[src/rtl/cpu6_mem_arbiter.sv]
// cpu6_mem_arbiter: shares RAM port B between the core load/store path and a DMA master.
// One access per cycle, grants are combinational, and read data returns one cycle later.
// Ties go round-robin, and a locked DMA burst is capped at MAX_LOCK grants.
// Optional macro CPU6_MEMARB_RANGECHK_EN adds err_oob and suppresses out-of-range accesses.
module cpu6_mem_arbiter #(
    parameter int unsigned AW       = 11,
    parameter int unsigned MAX_LOCK = 16
) (
    input  logic          clk,
    input  logic          reset,
    input  logic          core_req,
    input  logic          core_we,
    input  logic [31:0]   core_addr,
    input  logic [31:0]   core_wdata,
    output logic          core_gnt,
    output logic          core_stall,
    output logic          core_rvalid,
    output logic [31:0]   core_rdata,
    input  logic          dma_req,
    input  logic          dma_we,
    input  logic [31:0]   dma_addr,
    input  logic [31:0]   dma_wdata,
    input  logic          dma_lock,
    output logic          dma_gnt,
    output logic          dma_rvalid,
    output logic [31:0]   dma_rdata,
`ifdef CPU6_MEMARB_RANGECHK_EN
    output logic          err_oob,
`endif
    output logic [AW-1:0] ram_addr,
    output logic          ram_we,
    output logic [31:0]   ram_wdata,
    input  logic [31:0]   ram_rdata
);

    localparam int unsigned CW = $clog2(MAX_LOCK + 1);
    localparam logic [CW-1:0] LockMax = CW'(MAX_LOCK);

    typedef enum logic [1:0] {StIdle, StCore, StDma, StDmaLock} state_t;

    state_t        state;
    logic          last_dma;   // owner of the most recent grant; survives idle cycles
    logic [CW-1:0] lock_cnt;
    logic          core_pend;
    logic          dma_pend;
    logic          win_core;
    logic [31:0]   sel_addr;
    logic          sel_we;
    logic          oob;

    // Arbitration: a single requester always wins; ties use round-robin or the burst lock
    always_comb begin
        win_core = 1'b0;
        core_gnt = 1'b0;
        dma_gnt  = 1'b0;
        if (!reset) begin
            if (core_req && dma_req) begin
                if (state == StDmaLock) begin
                    win_core = (lock_cnt == LockMax);
                end else begin
                    win_core = last_dma;
                end
                core_gnt = win_core;
                dma_gnt  = ~win_core;
            end else begin
                core_gnt = core_req;
                dma_gnt  = dma_req;
            end
        end
    end

    // RAM port B mux; the address and data are don't-care when nothing is granted
    always_comb begin
        sel_addr  = dma_gnt ? dma_addr  : core_addr;
        sel_we    = dma_gnt ? dma_we    : core_we;
        ram_wdata = dma_gnt ? dma_wdata : core_wdata;
        ram_addr  = sel_addr[AW+1:2];
`ifdef CPU6_MEMARB_RANGECHK_EN
        oob       = |sel_addr[31:AW+2];
`else
        oob       = 1'b0;
`endif
        ram_we    = (core_gnt | dma_gnt) & sel_we & ~oob;
        core_stall = core_req & ~core_gnt;
    end

`ifdef CPU6_MEMARB_RANGECHK_EN
    logic core_oob;
    logic dma_oob;
    logic err_q;
    logic unused_addr;
    assign unused_addr = ^sel_addr[1:0];

    // Out-of-range bookkeeping: reads return a marker word, and any such access flags an error
    always_ff @(posedge clk) begin
        if (reset) begin
            core_oob <= 1'b0;
            dma_oob  <= 1'b0;
            err_q    <= 1'b0;
        end else begin
            core_oob <= core_gnt & oob;
            dma_oob  <= dma_gnt & oob;
            err_q    <= (core_gnt | dma_gnt) & oob;
        end
    end

    assign err_oob = err_q & ~reset;
`else
    logic core_oob;
    logic dma_oob;
    logic unused_addr;
    assign core_oob    = 1'b0;
    assign dma_oob     = 1'b0;
    assign unused_addr = ^{sel_addr[1:0], sel_addr[31:AW+2], oob};
`endif

    // FSM, ownership history, burst counter and read-pending flags
    always_ff @(posedge clk) begin
        if (reset) begin
            state     <= StIdle;
            last_dma  <= 1'b1;
            lock_cnt  <= '0;
            core_pend <= 1'b0;
            dma_pend  <= 1'b0;
        end else begin
            core_pend <= core_gnt & ~core_we;
            dma_pend  <= dma_gnt & ~dma_we;
            if (core_gnt) begin
                state    <= StCore;
                last_dma <= 1'b0;
                lock_cnt <= '0;
            end else if (dma_gnt) begin
                last_dma <= 1'b1;
                if (dma_lock) begin
                    state <= StDmaLock;
                    if (lock_cnt != LockMax) begin
                        lock_cnt <= lock_cnt + 1'b1;
                    end
                end else begin
                    state    <= StDma;
                    lock_cnt <= '0;
                end
            end else begin
                state    <= StIdle;
                lock_cnt <= '0;
            end
        end
    end

    // Read return; reset wins over a read still in flight
    always_comb begin
        core_rvalid = core_pend & ~reset;
        dma_rvalid  = dma_pend & ~reset;
        core_rdata  = '0;
        dma_rdata   = '0;
        if (core_rvalid) begin
            core_rdata = core_oob ? 32'hDEADBEEF : ram_rdata;
        end
        if (dma_rvalid) begin
            dma_rdata = dma_oob ? 32'hDEADBEEF : ram_rdata;
        end
    end

endmodule

[config.mk]
export PLATFORM = sky130hd
export DESIGN_NAME = cpu6_mem_arbiter
export DESIGN_NICKNAME = d
export VERILOG_FILES = /design/src/rtl/cpu6_mem_arbiter.sv
export SDC_FILE = /design/constraint.sdc
export NUM_CORES = 1
export LEC_CHECK = 0
export BUFFER_PORTS_ARGS = -buffer_cell sky130_fd_sc_hd__buf_2
export CAP_MARGIN = 20
export CORE_AREA = 2 2 108 110
export DETAILED_ROUTE_END_ITERATION = 8
export DIE_AREA = 0 0 110 112
export GPL_TIMING_DRIVEN = 0
export PLACE_DENSITY = 0.46
export SYNTH_ARGS = -nofsm -noshare
export SYNTH_HDL_FRONTEND = slang
export SYNTH_SLANG_ARGS = --single-unit
[constraint.sdc]
create_clock -name clk -period 5.3 [get_ports clk]
set_input_delay 1.325 -clock clk [delete_from_list [all_inputs] [get_ports clk]]
set_output_delay 1.325 -clock clk [all_outputs]
set_load 0.005 [all_outputs]
[Word-level counts from Yosys, hierarchy flattened]
Index checks and enable logic that the tools add are counted.
Operators by class
  add/sub/neg operators: 1
  multipliers: 0
  divide/modulo/power cells: 0
  $lt $le $gt $ge: 0
  eq/ne operators: 3
  shift-type cells: 0
  muxes and demuxes: 17
  bitwise operators: 14
  reduce and logical (&&, ||, !) cells: 4
Operator list (count)
  $mux 32: 3
  $mux 1: 13
  $mux 13: 1
  $not 1->1: 7
  $and 1x1->1: 6
  $add 5x1->5 const B: 1
  $eq 5x5->1 const B: 1
  $ne 5x5->1 const B: 1
  $reduce_or 4->1: 1
  $reduce_or 3->1: 1
  $eq 2x2->1 const B: 1
  $reduce_bool 2->1: 1
  $logic_and 1x1->1: 1
  $or 1x1->1: 1
Storage, ports and cells
  register bits: 10
  latch bits: 0
  RAM bits: 0
  ROM bits: 0
  input port bits: 167
  output and inout bits: 113
  logic and storage cells: 45
  memories: 0

[Longest topological paths before layout]
  depth after elaboration: 9
  gate-level depth with buffers: 8
  mapped depth without buffers: 6

[Least setup slack after synthesis]
OpenSTA, ideal clock, no wires.
  path type: input to output
  from: input core_req
  to: output ram_addr[0]
  data arrival time: 2.205 ns
  data required time: 3.975 ns
  setup slack: 1.770 ns
  stages on the path: 5
  cells stage by stage: inv_1 > o211a_1 > buf_6 > buf_12 > mux2_4
On the way
  cells in the longest elaborated chain, start to end: 4
Ends and longest elaborated chain
  start: declaration: RTL line 11  | input logic core_req,
  $logic_and 1x1->1: RTL line 57  | if (core_req && dma_req) begin
  $mux 1: RTL line 57
  $mux 1: RTL line 56  | if (!reset) begin
  $mux 13: RTL line 74  | sel_addr = dma_gnt ? dma_addr : core_addr;
  end: declaration: RTL line 30  | output logic [AW-1:0] ram_addr,
No other way between the ends.

[Worst setup path after layout]
  from: input core_req
  to: output ram_wdata[17]
On the way
  cells in the longest elaborated chain, start to end: 4
Ends and longest elaborated chain
  $logic_and 1x1->1: RTL line 57
  $mux 1: RTL line 57
  $mux 1: RTL line 56
  $mux 32: RTL line 76  | ram_wdata = dma_gnt ? dma_wdata : core_wdata;
  end: declaration: RTL line 32  | output logic [31:0] ram_wdata,
No other way between the ends.

==> flow_summary.ini <==
[run_status]
outcome = finished, final reports clean

[synthesis]
synthTopCellsByCount = and2_1 (64), mux2_4 (41), dfxtp_1 (10)
synth_area_leaders = mux2_4 (38%), and2_1 (25%), dfxtp_1 (12%), buf_12 (4.9%), xnor2_1 (2.2%)
synth_nets = 333
syn_inst = 164
yosysTopAreaCell = mux2_4
yosysUniqueCellTypes = 23
yosysTopAreaCellShare = 0.379
synth_area_um2 = 1620
synthFlopType = dfxtp_1
ys_seq_elements = 10
syn_area_per_cell_um2 = 9.90
synthArstFlopShare = 0
seq_area_frac_synth = 0.123
yosys.cell_count.top_type = and2_1
synth-edff-count = 0
yosysWarnings = 0

[die]
die_area_um2 = 12300
core_um2 = 11200
die_w_um = 110
start_util = 0.145
die_h_um = 112
placement_rows = 39
num_io_pins = 280

[detailed_routing]
first_pass_iters = 4
routedWlPerCell_um = 11.7
vias_per_cell = 3.76
drc = 0
drt_wl_total_mm = 6.38
drtAntennaViolNets = 0
num_vias = 2059
dr.first_iter.drc_count = 35

[hold_path]
hold_class = reg2reg

[layout]
drive_above_1_share = 0.723
stdcell_count = 547
fillers = 1234
seq_area_um2 = 200
syn_to_final_growth_pct = 88.7
multiInputGateArea_um2 = 1280
fin_area_um2 = 3060
fin_nets = 575
diodes = 0

[clock_network]
cts.reportedPaths.clkPinSlew_ns = 0.04
cts_tree = done
cts_buffers = 3
clock_latency_ns = 0.23
clock-sinks = 10
post-cts-setup-buffers = 0
clock_path_buffers = 2
htree_levels = 1
ctsResizeCount = 0
cts_root_buffer = clkbuf_16
hold_buffers = 0

[critical_path]
worstSetupEndpointType = output pin
worst-setup-path-type = in2out
cp_max_fo = 10
cp.required_ns = 3.97
arrival_ns = 2.53
cp-start-kind = input port

[sta]
finClkSkew_ns = 0.00262
period_needed_ns = 3.86
rsz0062_at_grt = false
slew_headroom = 0.625
setup_slack_ns = 1.44
max_freq_mhz = 259
period_share = 0.727
tightest_slew_ns = 0.559
finalSetupViolCount = 0
hold_violations = 0
tns_ns = 0
finalMaxSlewViolations = 0

[global_routing]
antenna_found_initial = 0
grt_pass1_wl_mm = 8.88
grt_pass1_vias = 1876
grt_max_degree = 11
grt.total_usage = 0.0901
grt.overflow.total = 0

[place]
portBuffers = 237
hpwl_mm = 5.65
dp.cells = 544
place_ws_ns = 1.40
gp_congestion = 0.693
dpl_cell_area_um2 = 2990

[pwr]
ir_worst_vdd_v = 0.0000886
p_leak_nw = 1.85
p_per_area_nw_per_um2 = 123

[flow_run]
cap_viol_max_count = 0
==> layout by cell type (no fill, tap or decap) <==
cell and count:
a211oi_1 1, and2_1 64, buf_2 237, and3_1 5
inv_1 4, nand2_1 1, clkbuf_16 3, buf_6 2
nor2b_1 4, buf_12 4, mux2_4 41, clkbuf_1 6
mux2_2 3, xnor2_1 4, a22o_1 1, o211a_1 2
and4bb_4 1, dfxtp_1 10, nand3_1 2, o21ai_0 1
mux2i_4 1, ha_1 2, a21o_1 1, nor2_1 3
a21oi_1 1
==> stage by stage <==
| step | util | power, W | hold WS, ns |
|---|---|---|---|
| floorplan | - | 0.000163 | 0.536 |
| global placement | 0.267 | 0.000250 | 0.556 |
| detailed placement | 0.267 | 0.000252 | 0.581 |
| CTS | 0.274 | 0.000384 | 0.586 |
| global route | 0.274 | 0.000401 | 0.660 |
| finish | 0.274 | 0.000378 | 0.580 |
==> state kept, by name, indices dropped and copies added (netlist names) <==
register,flops
core_pend,1
dma_pend,1
last_dma,1
lock_cnt,5
state,2
==> power breakdown <==
part	internal (W)	leakage, nW	switching [W]
clock network	0.0000975	0.0370	0.0000315
registers	0.0000783	0.0817	0.00000148
logic	0.000109	1.73	0.0000601
==> metal layers <==
metal / global-route usage / vias to the layer above / share of wire
met1: 0.111 / 934 / 0.39
met5: 0 / - / 0
met4: 0.0177 / 0 / 0.0061
met2: 0.168 / 95 / 0.52
li1: - / 1026 / -
met3: 0.00761 / 4 / 0.080
==> cells by family after synthesis <==
family	after synthesis	synth area share
XOR/XNOR	4	0.0216
AND/OR/NAND/NOR	80	0.307
multiplexers	45	0.414
flip-flops	10	0.123
buffers and inverters	16	0.0863
adder cells (fa/ha/maj)	2	0.0154
AO/OA/AOI/OAI	7	0.0331
==> worst max-delay path, cell delays in order <==
cell,delay [ns]
buf_2,0.09
inv_1,0.14
o211a_1,0.20
buf_6,0.17
buf_12,0.16
mux2_4,0.31
buf_2,0.13
==> final timing paths <==
| kind | from | endpoint | slack, ns | cells past startpoint |
|---|---|---|---|---|
| max | core_req | ram_wdata[17] | 1.44 | 7 |
| min | last_dma | last_dma | 0.58 | 2 |
| max reg2reg | lock_cnt[0] | dma_pend | 3.53 | 8 |
| min reg2reg | last_dma | last_dma | 0.58 | 2 |
==> layout make-up <==
cell class,instances,share of cell area
tap,143,0.0584
clock buffer,3,0.0245
timing repair buffer,237,0.387
sequential,10,0.0653
multi-input combinational,138,0.419
inverter,4,0.00490
buffer,12,0.0408
No activity file was read; power rests on OpenSTA's default activity.
